$ cat src/rtl/mem_tbus_arb.sv
// Round-robin arbiter between the load unit and the store-queue drain for the single tbus channel
// into the dcache. One transaction is outstanding at a time; a load flush cancels or absorbs the load.
module mem_tbus_arb #(
    parameter int ADDR_W = 64,
    parameter int DATA_W = 64,
    parameter int OPT_W  = 2
) (
    input  logic              clock,
    input  logic              reset_n,

    input  logic              ld_index_valid,
    output logic              ld_index_ready,
    input  logic [ADDR_W-1:0] ld_index,
    input  logic [DATA_W-1:0] ld_write_data,
    input  logic [DATA_W-1:0] ld_write_mask,
    input  logic [OPT_W-1:0]  ld_operation_type,
    output logic [DATA_W-1:0] ld_read_data,
    output logic              ld_operation_done,
    input  logic              ld_flush_valid,

    input  logic              st_index_valid,
    output logic              st_index_ready,
    input  logic [ADDR_W-1:0] st_index,
    input  logic [DATA_W-1:0] st_write_data,
    input  logic [DATA_W-1:0] st_write_mask,
    input  logic [OPT_W-1:0]  st_operation_type,
    output logic [DATA_W-1:0] st_read_data,
    output logic              st_operation_done,

    output logic              dc_index_valid,
    input  logic              dc_index_ready,
    output logic [ADDR_W-1:0] dc_index,
    output logic [DATA_W-1:0] dc_write_data,
    output logic [DATA_W-1:0] dc_write_mask,
    output logic [OPT_W-1:0]  dc_operation_type,
    input  logic [DATA_W-1:0] dc_read_data,
    input  logic              dc_operation_done,

    output logic [1:0]        dbg_state_o
);

    typedef enum logic [1:0] {
        S_IDLE = 2'd0,
        S_REQ  = 2'd1,
        S_WAIT = 2'd2
    } state_e;

    localparam logic OWN_LD = 1'b0;
    localparam logic OWN_ST = 1'b1;

    state_e            state_q, state_d;
    logic              owner_q, owner_d;
    logic              last_grant_q, last_grant_d;
    logic              drop_q, drop_d;
    logic [ADDR_W-1:0] index_q, index_d;
    logic [DATA_W-1:0] wdata_q, wdata_d;
    logic [DATA_W-1:0] wmask_q, wmask_d;
    logic [OPT_W-1:0]  optype_q, optype_d;

    logic ld_elig;
    logic grant_ld;
    logic grant_st;
    logic ld_flush_own;
    logic in_idle;

    // A load being flushed this cycle is not a candidate; ties go to whoever did not win last.
    assign in_idle      = (state_q == S_IDLE);
    assign ld_elig      = ld_index_valid & ~ld_flush_valid;
    assign grant_ld     = reset_n & in_idle & ld_elig
                          & (~st_index_valid | (last_grant_q == OWN_ST));
    assign grant_st     = reset_n & in_idle & st_index_valid
                          & (~ld_elig | (last_grant_q == OWN_LD));
    assign ld_flush_own = ld_flush_valid & (owner_q == OWN_LD);

    always_comb begin
        state_d      = state_q;
        owner_d      = owner_q;
        last_grant_d = last_grant_q;
        drop_d       = drop_q;
        index_d      = index_q;
        wdata_d      = wdata_q;
        wmask_d      = wmask_q;
        optype_d     = optype_q;
        case (state_q)
            S_IDLE: begin
                if (grant_ld | grant_st) begin
                    state_d      = S_REQ;
                    owner_d      = grant_st;
                    last_grant_d = grant_st;
                    drop_d       = 1'b0;
                    index_d      = grant_st ? st_index          : ld_index;
                    wdata_d      = grant_st ? st_write_data     : ld_write_data;
                    wmask_d      = grant_st ? st_write_mask     : ld_write_mask;
                    optype_d     = grant_st ? st_operation_type : ld_operation_type;
                end
            end
            S_REQ: begin
                // A request that fires in the flush cycle is already at the dcache: absorb its done.
                if (dc_index_ready) begin
                    state_d = S_WAIT;
                    drop_d  = ld_flush_own;
                end else if (ld_flush_own) begin
                    state_d = S_IDLE;
                end
            end
            S_WAIT: begin
                if (dc_operation_done) begin
                    state_d = S_IDLE;
                    drop_d  = 1'b0;
                end else if (ld_flush_own) begin
                    drop_d = 1'b1;
                end
            end
            default: state_d = S_IDLE;
        endcase
    end

    always_ff @(posedge clock or negedge reset_n) begin
        if (!reset_n) begin
            state_q      <= S_IDLE;
            owner_q      <= OWN_LD;
            last_grant_q <= OWN_ST;
            drop_q       <= 1'b0;
            index_q      <= '0;
            wdata_q      <= '0;
            wmask_q      <= '0;
            optype_q     <= '0;
        end else begin
            state_q      <= state_d;
            owner_q      <= owner_d;
            last_grant_q <= last_grant_d;
            drop_q       <= drop_d;
            index_q      <= index_d;
            wdata_q      <= wdata_d;
            wmask_q      <= wmask_d;
            optype_q     <= optype_d;
        end
    end

    assign ld_index_ready    = grant_ld;
    assign st_index_ready    = grant_st;

    assign dc_index_valid    = (state_q == S_REQ);
    assign dc_index          = index_q;
    assign dc_write_data     = wdata_q;
    assign dc_write_mask     = wmask_q;
    assign dc_operation_type = optype_q;

    assign ld_operation_done = dc_operation_done & (state_q == S_WAIT) & (owner_q == OWN_LD) & ~drop_q;
    assign st_operation_done = dc_operation_done & (state_q == S_WAIT) & (owner_q == OWN_ST);
    assign ld_read_data      = dc_read_data;
    assign st_read_data      = dc_read_data;

    assign dbg_state_o       = state_q;

endmodule

$ cat config.mk
export PLATFORM = sky130hd
export DESIGN_NAME = mem_tbus_arb
export DESIGN_NICKNAME = d
export VERILOG_FILES = /design/src/rtl/mem_tbus_arb.sv
export SDC_FILE = /design/constraint.sdc
export NUM_CORES = 1
export LEC_CHECK = 0
export BUFFER_PORTS_ARGS = -buffer_cell sky130_fd_sc_hd__buf_2
export CELL_PAD_IN_SITES_DETAIL_PLACEMENT = 0
export CELL_PAD_IN_SITES_GLOBAL_PLACEMENT = 2
export CORE_AREA = 2 2 306 308
export CTS_CLUSTER_DIAMETER = 150
export DETAILED_ROUTE_END_ITERATION = 8
export DIE_AREA = 0 0 308 310
export HOLD_SLACK_MARGIN = 0.02
export PLACE_DENSITY = 0.51
export SYNTH_ARGS = -nofsm -noshare
export SYNTH_HDL_FRONTEND = slang
export SYNTH_SLANG_ARGS = --single-unit
$ cat constraint.sdc
create_clock -name clock -period 2.3 [get_ports clock]
set_input_delay 0.23 -clock clock [delete_from_list [all_inputs] [get_ports clock]]
set_output_delay 0.23 -clock clock [all_outputs]
set_load 0.05 [all_outputs]
Word level (Yosys, flattened, before mapping)
Index checks and enable logic that the tools add are counted.

storage, ports and cells
  bits in registers = 199
  input bits = 459
  output and inout port bits = 329

operators by class
  eq/ne operators = 7
  muxes and demuxes = 14
  bitwise operators = 20
  reductions and logical operators = 5

operators by type and width
  kind                  count
  $mux W64              3
  $and A1 B1 Y1         11
  $mux W2               5
  $not A1 Y1            6
  $pmux W2 S3           1
  $mux W1               4
  $ne A2 B1 Y1 const B  2
  $reduce_and A4 Y1     1
  $ne A3 B1 Y1 const B  1
  $ne A3 B3 Y1 const B  1
  $or A1 B1 Y1          3
  $pmux W1 S3           1
  $reduce_and A3 Y1     1
  $reduce_bool A3 Y1    1
  $eq A2 B1 Y1 const B  1
  $eq A2 B2 Y1 const B  1
  $logic_not A2 Y1      1
  $ne A2 B2 Y1 const B  1
  $reduce_and A2 Y1     1

Longest topological paths before layout
Gate-level depths: netlist (run 1).

  depth after elaboration = 8
  depth in mapped cells = 9
  gate-level depth less buffers = 7

Worst setup path after synthesis (run 1)
No wires, ideal clock.

  path kind = register -> output
  from = reg state_q[0], in the netlist dbg_state_o[0]
  to = out ld_index_ready
  arrival time = 2.115 ns
  required time = 2.070 ns
  path slack = -0.045 ns
  cell stages (with the launch flop) = 5
  path buffers = 0
  cells stage by stage = dfrtp_1 inv_1 ha_1 nand2_1 nor3_1

between the ends
  cells in the longest elaborated chain, start to end = 4

RTL lines
  item                         line  source
  from (decl)                  51    state_e state_q, state_d;
  from (signal assigned)       129   state_q <= state_d;
  $logic_not A2 Y1             67    assign in_idle = (state_q == S_IDLE);
  $and A1 B1 Y1 (2 in series)  69    assign grant_ld = reset_n & in_idle & ld_elig
  $and A1 B1 Y1                70    & (~st_index_valid | (last_grant_q == OWN_ST));
  to (decl)                    12    output logic ld_index_ready,

Every way passes these cells.

Final worst setup path (run 1)
  from = reg state_q[0], in the netlist dbg_state_o[0]
  to = out st_index_ready

between the ends
  cells in the longest elaborated chain, start to end = 4

RTL lines
  item                         line  source
  $logic_not A2 Y1             67
  $and A1 B1 Y1 (2 in series)  71    assign grant_st = reset_n & in_idle & st_index_valid
  $and A1 B1 Y1                72    & (~ld_elig | (last_grant_q == OWN_LD));
  to (decl)                    22    output logic st_index_ready,

Every way passes these cells.

==> results of run 1 <==
==> through the flow <==
step / hold slack (ns) / instances / setup slack, ns / area (sq um) / util
2_1_floorplan: -0.0656 / 1232 / 0.0259 / 10600 / -
3_3_place_gp: 0.237 / 2842 / 0.242 / 14200 / 0.153
3_5_place_dp: 0.239 / 2842 / 0.187 / 14200 / 0.153
4_1_cts: 0.0385 / 3261 / 0.0187 / 18600 / 0.201
5_1_grt: 0.0477 / 3264 / 0.0434 / 18600 / 0.201
6_report: 0.0792 / 3264 / 0.174 / 18600 / 0.201
==> kinds of logic (layout without fill, tap and decap cells) <==
family / after synthesis / in the layout / synth area share
mux: 1 / 1 / 0.00106
compound gates: 399 / 399 / 0.239
buf+inv: 217 / 1049 / 0.137
flops: 199 / 199 / 0.468
fa+ha+maj: 4 / 4 / 0.00470
other cells: 0 / 3 / 0
simple gates: 412 / 412 / 0.150
==> layer usage <==
layer,up-vias,global-route usage
met4,2,0.0507
met2,405,0.195
met1,5625,0.112
met5,-,0
li1,5571,-
met3,122,0.0337
==> power by group through the flow <==
stage	sequential, mW	clock, mW	combinational, mW
after floorplan	12.0	0	3.91
after global placement	6.22	0	13.1
after detailed placement	6.25	0	13.1
after CTS	6.19	3.50	13.7
after global routing	6.39	3.59	14.3
final	6.16	3.25	13.4
==> final timing paths <==
kind	cells past startpoint	from	endpoint	slack, ns
setup / recovery	6	dbg_state_o[0]	st_index_ready	0.17
hold / removal	3	st_index[63]	dc_index[63]	0.08
setup reg to reg	8	dbg_state_o[0]	dc_index[8]	0.27
hold reg to reg	2	last_grant_q	last_grant_q	0.49
max in group asynchronous	4	reset_n	dc_write_data[31]	1.09
min in group asynchronous	2	reset_n	last_grant_q	0.38
==> state kept, by name (all words and copies together), names as in the netlist <==
name,count
dbg_state_o,2
dc_index,64
dc_operation_type,2
dc_write_data,64
dc_write_mask,64
drop_q,1
last_grant_q,1
owner_q,1
==> layout make-up <==
class	count	area, sq um	share of cell area
Multi-Input combinational cell	816	4220	0.227
Sequential cell	199	4980	0.268
Inverter	4	22.5	0.00121
Tap cell	1197	1500	0.0804
Antenna cell	3	7.51	0.000403
Timing Repair Buffer	1013	7310	0.393
Clock inverter	13	133	0.00712
Clock buffer	19	443	0.0238
==> critical path: cells and delay by family (launching register included) <==
family                   cells  cell delay [ns]
buffers and inverters        3             0.40
adder cells (fa/ha/maj)      1             0.23
flip-flops                   1             0.41
AND/OR/NAND/NOR              2             0.33
==> what timing repair did <==
action                                 CTS  global route
endpoints found under the hold margin  374             0
resized for setup                        1             2
hold buffers                           387             0
cloned                                   0             0
setup endpoints to repair                1             2
==> placed cells by master (no fill, tap or decap), types with 14 or more instances in the layout <==
cell and n:
a21oi_1 248, a21oi_2 140, buf_12 17, buf_2 593, buf_4 14, clkbuf_16 17, dfrtp_1 198, dlygate4sd3_1 387
nand2_1 203, nor2_1 195
==> metrics.cfg, run 1 <==
[status]
status=finished, final reports clean

[power]
total_power_mw=22.9
clock_power_share=0.142
switchingPower_mw=12.7
switching_share=0.555
p_leak_nw=8.51
powerDensity_nw_per_um2=1230
ir_worst_vdd_mv=0.621
intPower_mw=10.2
combPwrFrac=0.588
p_seq_frac=0.269

[floorplanning]
fp-row-count=112
die_height_um=310
start_util=0.115
io_pins=788
core_area_sq_um=92500
chipWidth_um=308
dieArea_sq_um=95500

[timing]
skew_ns=0.0174
fin_crit_sh=0.924
rsz0062_at_grt=no
tns_ns=0
final.min_clock_period_ns=2.13
hold_viol=0
worst_slew_pin_slew_ns=0.706
relSlewSlack=0.530
finalMaxSlewViolations=0
setup_viol=0
max_freq_mhz=470

[setup_path]
critPathKind=register to primary output
cp-end-kind=primary output
cp.arrival_ns=1.90
cp_data_required_time_ns=2.07
worstPathCellList=inv_1, ha_2, and2_4, nand3_4, inv_8, buf_6
cpPeakStageDelay_ns=0.41
cp_max_fo=5
slowest_stage=dfrtp_1
start_kind=register

[cts]
clockRootBuffer=clkbuf_16
h-tree-depth=4
clk_pin_slew_ns=0.07
clockBufferDepth=2
worst_skew_pair.late_latency_ns=0.52
cts_tree=done
cts_setup_buffers=0
clkSinkCount=199
numCtsBuffers=17

[route]
finalWirelength_um=52700
wl_met1_um=20200
top_layer=met5
drt_iter0_markers=532
wl_per_cell_um=16.1
ant_nets=0
routed-wl-met2_um=27400
dr.pass1.iters=4
num_vias=11725
wl_met3_um=3310
drc_errors=0
viasPerCell=3.59

[global_route]
grt_overflow=0
grt_pass1_wl_um=76500
grt_pass1_vias=12746
grtUsageTotal=0.107
antenna_found_initial=4
grt_max_degree=99

[job]
drv_cap=0

[min_path]
hold_class=primary input to register

[yosys]
syn_area_sq_um=10600
synth.distinct_cells=29
yosysTopAreaCell=dfrtp_1
synthArstFlopShare=1.00
ys_seq_area_frac=0.468
synthTopCellsByArea=dfrtp_1 47%, a21oi_1 12%, a21oi_2 12%
avgSynthCellArea_sq_um=8.64
post-synth-top-count-cell=a21oi_1
synth_top_area_share=0.465
synthCells=1232
syn-num-nets=1695
yosysWarnings=0
yosys-top-cells-count=248 x a21oi_1, 203 x nand2_1, 198 x dfrtp_1, 195 x nor2_1, 140 x a21oi_2
ys.flop_type=dfrtp_1
ys_ff_latch=199
synth_edf_count=0

[final_layout]
fill_cells=10455
finish.net_count=2514
drive_gt1_frac=0.391
area_growth_pct=74.9

[placement]
io_buffers=595
gp_congestion=0.752
dp_hpwl_um=37800

Note: power is estimated with default switching activity, not from simulation.
==> run 2: changes to the inputs <==
- CTS_BUF_LIST: not set -> sky130_fd_sc_hd__clkbuf_4 sky130_fd_sc_hd__clkbuf_8
==> run 2 against run 1 <==
Clock power down 22%; wire length up 2.8%; hold slack better by 0.087 ns; non-clock buffer count up 13; fmax down 3.0%; sequential cell count unchanged; clock skew up 0.0091 ns; via count up 0.44%; critical path type is now register to register; global-route usage about the same; utilization up 0.061 points; cell count up 0.49%; register-to-register slack worse by 0.16 ns.
==> metrics.cfg, run 2 (synthesis gave the netlist of run 1 again) <==
[power]
switchingPower_mw=12.7  ; +0.24%
switching_share=0.565  ; +0.0102
ir_worst_vdd_mv=0.623  ; +0.28%
intPower_mw=9.79  ; -3.8%
clock_power_share=0.113  ; -0.029
powerDensity_nw_per_um2=1200  ; -1.9%
p_leak_nw=8.52  ; +0.15%
p_seq_frac=0.273  ; +0.004
combPwrFrac=0.614  ; +0.026

[route]
wl_met1_um=20800  ; +3.1%
drt_iter0_markers=485  ; -8.8%
top_layer=met5
wl_met3_um=3330  ; +0.79%
ant_nets=0  ; unchanged
wl_per_cell_um=16.5  ; +2.3%
dr.pass1.iters=4  ; unchanged
num_vias=11777  ; +0.44%
drc_errors=0  ; unchanged
viasPerCell=3.59  ; about the same
routed-wl-met2_um=28300  ; +3.2%
finalWirelength_um=54200  ; +2.8%

[placement]
io_buffers=595  ; unchanged
dp.cells=2842  ; unchanged
gp_congestion=0.752  ; unchanged
dp_hpwl_um=37800  ; unchanged

[final_layout]
seqCellArea_sq_um=4980  ; unchanged
area_growth_pct=75.5
multi_input_area_sq_um=4230  ; +0.24%
final_common_cell=buf_2
finalNonFillerCells=3280  ; +0.49%
finish.net_count=2527  ; +0.52%
fill_cells=10470  ; +0.14%
final_cell_mix=593 x buf_2, 392 x dlygate4sd3_1, 248 x a21oi_1, 203 x nand2_1, 198 x dfrtp_1
drive_gt1_frac=0.393  ; +0.00237

[cts]
clkSinkCount=199  ; unchanged
clockRootBuffer=clkbuf_8
numCtsBuffers=17  ; unchanged
clockBufferDepth=2  ; unchanged
clk_pin_slew_ns=0.11  ; +0.04 ns
h-tree-depth=4  ; unchanged
worst_skew_pair.late_latency_ns=0.60  ; +0.08 ns
cts_tree=done

[floorplanning]
start_util=0.115  ; unchanged
die_height_um=310  ; unchanged
chipWidth_um=308  ; unchanged
core_area_sq_um=92500  ; unchanged
dieArea_sq_um=95500  ; unchanged
fp-row-count=112  ; unchanged
io_pins=788  ; unchanged

[global_route]
grt_pass1_wl_um=76400  ; -0.13%
antenna_found_initial=7  ; +3
grt_pass1_vias=12687  ; -0.46%
grtUsageTotal=0.107  ; about the same
grt_max_degree=99  ; unchanged
grt_overflow=0  ; unchanged

[status]
status=finished, final reports clean

[setup_path]
start_kind=register
critPathKind=register to register
worstPathCellList=inv_1, ha_4, and2_4, nand3_4, buf_16, nand2_1, a21oi_2, dlygate4sd3_1
cp_max_fo=70  ; +65
cp-end-kind=register
cpPeakStageDelay_ns=0.55  ; +0.14 ns
cp.arrival_ns=2.66  ; +0.76 ns
cp_data_required_time_ns=2.77  ; +0.70 ns
slowest_stage=dlygate4sd3_1

[timing]
tns_ns=0  ; unchanged
relSlewSlack=0.523  ; -0.00671
rsz0062_at_grt=no
fin_crit_sh=0.952  ; +0.0283
setup_viol=0  ; unchanged
finalMaxSlewViolations=0  ; unchanged
hold_viol=0  ; unchanged
worst_slew_pin_slew_ns=0.716  ; +0.0101 ns
max_freq_mhz=457  ; -3.0%
final.min_clock_period_ns=2.19  ; +0.0650 ns
skew_ns=0.0265  ; +0.00910 ns

[min_path]
hold_class=primary input to register

[job]
drv_cap=0  ; unchanged

run 2: changes by cell type in the layout (fill, tap and decap cells not counted), moves of 2 or more:
cell	before	now
buf_12	17	13
clkbuf_16	17	4
diode_2	3	6
buf_4	14	16
dlygate4sd3_1	387	392
clkbuf_8	1	18
buf_16	0	4
run 2: power by group through the flow:
| stage | clock network [mW] | logic [mW] | registers (mW) |
|---|---|---|---|
| 4_1_cts | 2.79 | 13.9 | 6.18 |
| 6_report | 2.54 | 13.8 | 6.15 |
| 5_1_grt | 2.87 | 14.7 | 6.38 |
| 2_1_floorplan | 0 | 3.91 | 12.0 |
| 3_3_place_gp | 0 | 13.1 | 6.22 |
| 3_5_place_dp | 0 | 13.1 | 6.25 |
run 2: area by class of cell:
cell class / count / area share
antenna: 6 / 0.000804
clock buffer: 19 / 0.0137
clock inverter: 13 / 0.00710
tap: 1197 / 0.0802
multi-input combinational: 816 / 0.227
inverter: 4 / 0.00147
timing repair buffer: 1026 / 0.403
sequential: 199 / 0.267
run 2: final timing paths:
| check | endpoint | cells after the start | slack, ns | start |
|---|---|---|---|---|
| setup / recovery | dc_write_mask[19] | 8 | 0.11 | dbg_state_o[1] |
| hold / removal | dbg_state_o[1] | 3 | 0.17 | ld_flush_valid |
| setup reg to reg | dc_write_mask[19] | 8 | 0.11 | dbg_state_o[1] |
| hold reg to reg | last_grant_q | 2 | 0.50 | last_grant_q |
| max in group asynchronous | dc_write_data[31] | 4 | 1.19 | reset_n |
| min in group asynchronous | last_grant_q | 2 | 0.28 | reset_n |
run 2: timing repair:
action,CTS,global route
setup buffers,1,3
cloned,0,4
setup endpoints to repair,1,14
endpoints found under the hold margin,375,0
resized for setup,4,9
hold buffers,392,0
run 2: routing by layer:
layer,vias up,track usage
met5,-,0
met4,2,0.0491
met3,123,0.0345
met2,399,0.195
met1,5662,0.112
li1,5591,-
run 2: worst max-delay path, delay by kind of cell, from the launching register on:
family | cells | cell delay (ns)
buf+inv | 3 | 0.93
simple gates | 3 | 0.49
flops | 1 | 0.39
fa+ha+maj | 1 | 0.16
compound gates | 1 | 0.06
run 2: per-stage QoR:
step	hold slack [ns]	setup slack, ns	total power [mW]	util	area, sq um
after floorplan	-0.0656	0.0259	16.0	-	10600
after global placement	0.237	0.242	19.3	0.153	14200
after detailed placement	0.239	0.187	19.4	0.153	14200
after CTS	0.0527	0.0267	22.8	0.200	18500
after global routing	0.0927	0.000481	24.0	0.202	18700
final	0.166	0.109	22.5	0.202	18700
==> run 3: changes to the inputs <==
- ABC_AREA: not set -> 1
- CAP_MARGIN: not set -> 0
- CORE_AREA: 2 2 306 308 -> 2 2 308 310
- DIE_AREA: 0 0 308 310 -> 0 0 310 312
- PLACE_DENSITY: 0.51 -> 0.52
==> run 3 against run 2 <==
Combinational power decreased by 9%; sequential power shrank 1%; non-clock buffer count decreased by 1; cell count up 7.7%; wire length decreased by 6.9%; global-route usage fell by 0.74 points; register-to-register slack better by 0.11 ns; clock skew decreased by 0.0052 ns; sequential share of layout area is 0.18 points lower; worst setup slack improved by 0.11 ns.
==> metrics.cfg, run 3 <==
[power]
p_leak_nw=9.93  ; +16%
powerDensity_nw_per_um2=1130  ; -6.5%
ir_worst_vdd_mv=0.470  ; -25%
total_power_mw=21.2  ; -5.9%

[setup_path]
timing.rr.start=dbg_state_o[1]
crit_top_cell=nand2_1
worstPathCellList=inv_2, ha_4, nand2_1, nor2_2, nand2_4, buf_4, nand2_8, nand4_1, dlygate4sd3_1, nand2_1
start_kind=register
slowest_stage=dlygate4sd3_1
cp_top_family=buffers and inverters
critPathBufInv=3  ; unchanged
worstReg2RegEnd=dbg_state_o[0]
cp_data_required_time_ns=2.83  ; +0.06 ns
reg2reg_depth=10  ; +2
critPathKind=register to register
cp.arrival_ns=2.61  ; -0.05 ns
cpPeakStageDelay_ns=0.58  ; +0.03 ns
cp_max_fo=4  ; -94%
r2r_slack_ns=0.22  ; +0.11 ns
cp-end-kind=register

[global_route]
antenna_found_initial=8  ; +1
grt_overflow=0  ; unchanged
grt_pass1_vias=12016  ; -5.3%
grt_max_degree=92  ; -7.1%
grtUsageTotal=0.0997  ; -0.00739
grt_pass1_wl_um=72100  ; -5.5%

[timing]
max_freq_mhz=481  ; +5.4%
relSlewSlack=0.534  ; +0.0106
worst_slew_pin_slew_ns=0.700  ; -0.0159 ns
hold_viol=0  ; unchanged
skew_ns=0.0213  ; -0.00517 ns
finalMaxSlewViolations=0  ; unchanged
final.min_clock_period_ns=2.08  ; -0.112 ns
rsz0062_at_grt=no
fin_crit_sh=0.904  ; -0.0487
setup_viol=0  ; unchanged
tns_ns=0  ; unchanged
fin_hold_ws_ns=0.126  ; -0.0400 ns

[placement]
io_buffers=595  ; unchanged
gp_congestion=0.732  ; -2.6%
dp_hpwl_um=37300  ; -1.3%

[yosys]
ys_ff_latch=199  ; unchanged
syn-num-nets=1897  ; +12%
synth_edf_count=0  ; unchanged
ys_seq_area_frac=0.462  ; -0.00560
avgSynthCellArea_sq_um=7.51  ; -13%
synth.distinct_cells=18  ; -38%
synthArstFlopShare=1.00  ; unchanged
post-synth-top-count-cell=nand2_1
synthCells=1434  ; +16%
synthTopCellsByArea=dfrtp_1 46%, nand2_1 14%, o21ai_0 13%
yosys-top-cells-count=403 x nand2_1, 279 x o21ai_0, 208 x inv_1, 198 x dfrtp_1, 128 x buf_4
ys.flop_type=dfrtp_1
syn_area_sq_um=10800  ; +1.2%
yosysTopAreaCell=dfrtp_1
synth_top_area_share=0.460  ; -0.00557
yosysWarnings=0  ; unchanged

[status]
status=finished, final reports clean

[route]
dr.pass1.iters=5  ; +1
drc_errors=0  ; unchanged
routed-wl-met2_um=23200  ; -18%
wl_per_cell_um=14.3  ; -14%
num_vias=11861  ; +0.71%
viasPerCell=3.36  ; -6.5%
drt_iter0_markers=448  ; -7.6%
top_layer=met5
finalWirelength_um=50400  ; -6.9%
ant_nets=0  ; unchanged
wl_met3_um=4220  ; +27%
wl_met1_um=21200  ; +2.0%

[final_layout]
final_common_cell=buf_2
finish.net_count=2729  ; +8.0%
final_cell_mix=592 x buf_2, 402 x nand2_1, 389 x dlygate4sd3_1, 276 x o21ai_0, 205 x inv_1
fill_cells=10561  ; +0.87%
drive_gt1_frac=0.297  ; -0.0960
area_growth_pct=74.6

[floorplanning]
io_pins=788  ; unchanged
start_util=0.116  ; +0.000692
fp-row-count=112  ; unchanged
die_height_um=312  ; +0.65%
dieArea_sq_um=96700  ; +1.3%
chipWidth_um=310  ; +0.65%
core_area_sq_um=93000  ; +0.61%

[cts]
clk_pin_slew_ns=0.11  ; about the same
worst_skew_pair.late_latency_ns=0.58  ; -0.02 ns
cts_tree=done
clockBufferDepth=2  ; unchanged
clkSinkCount=199  ; unchanged
h-tree-depth=4  ; unchanged
clockRootBuffer=clkbuf_8
numCtsBuffers=17  ; unchanged

[min_path]
hold_end=dc_index[31]
hold_start=st_index[31]
whs_path_depth=4  ; +1
hold_class=primary input to register

[job]
drv_cap=0  ; unchanged

run 3: cell count changes in the layout (fill, tap and decap cells not counted), sizes merged, moves of 5 or more:
cell / before / now
nor2: 195 / 6
nand2: 203 / 404
nand2b: 5 / 0
diode: 6 / 1
a21oi: 388 / 0
o21ai: 5 / 392
inv: 10 / 212
run 3: cell type report:
type / instances / area (sq um) / share of cell area
timing repair inverter: 1 / 11.3 / 0.000599
antenna: 1 / 2.50 / 0.000133
multi-input combinational: 813 / 3640 / 0.194
inverter: 209 / 811 / 0.0431
timing repair buffer: 1025 / 7400 / 0.393
tap: 1254 / 1570 / 0.0834
clock inverter: 9 / 116 / 0.00619
clock buffer: 21 / 277 / 0.0147
sequential: 199 / 4980 / 0.265
run 3: per-layer routing:
metal  up-vias  global-route usage
li1       5981                   -
met4         8              0.0427
met5         -                   0
met3        97              0.0360
met1      5311               0.116
met2       464               0.165
run 3: worst max path at each step:
stage                   start           endpoint  cells after the start
2_1_floorplan  dbg_state_o[1]  ld_operation_done                      3
3_3_place_gp   dbg_state_o[0]       dc_index[36]                     10
3_5_place_dp   dbg_state_o[1]       dc_index[37]                      9
4_1_cts        dbg_state_o[1]     st_index_ready                      8
5_1_grt        dbg_state_o[1]  dc_write_mask[19]                     11
6_report       dbg_state_o[1]     dbg_state_o[0]                     10
run 3: logic make-up (layout without fill, tap and decap cells):
family | after synthesis | after routing | synth area share
buffers and inverters | 422 | 1265 | 0.204
flip-flops | 199 | 199 | 0.462
AO/OA/AOI/OAI | 392 | 392 | 0.182
other | 0 | 1 | 0
adder cells (fa/ha/maj) | 4 | 4 | 0.00465
AND/OR/NAND/NOR | 417 | 417 | 0.147
run 3: timing repair:
| action | CTS | global route |
|---|---|---|
| hold buffers | 389 | 0 |
| setup endpoints to repair | 2 | 182 |
| cloned | 3 | 1 |
| resized for setup | 6 | 17 |
| setup buffers | 5 | 0 |
| pin swaps | 2 | 1 |
| endpoints found under the hold margin | 232 | 0 |
run 3: through the flow:
step | setup WS, ns | util | area [sq um] | cells
floorplan | 0.0426 | - | 10800 | 1434
global placement | 0.194 | 0.154 | 14300 | 3104
detailed placement | 0.165 | 0.154 | 14300 | 3104
CTS | 0.0135 | 0.201 | 18700 | 3530
global route | 0.00469 | 0.202 | 18800 | 3532
finish | 0.222 | 0.202 | 18800 | 3532
run 3: tightest hold or removal path, delay by kind of cell:
kind	cells	cell delay, ns
compound gates	2	0.21
buf+inv	2	0.23
run 3: report_power, final:
group	internal [mW]	switching, mW
Sequential	5.17	0.899
Clock	1.05	1.44
Combinational	3.19	9.44
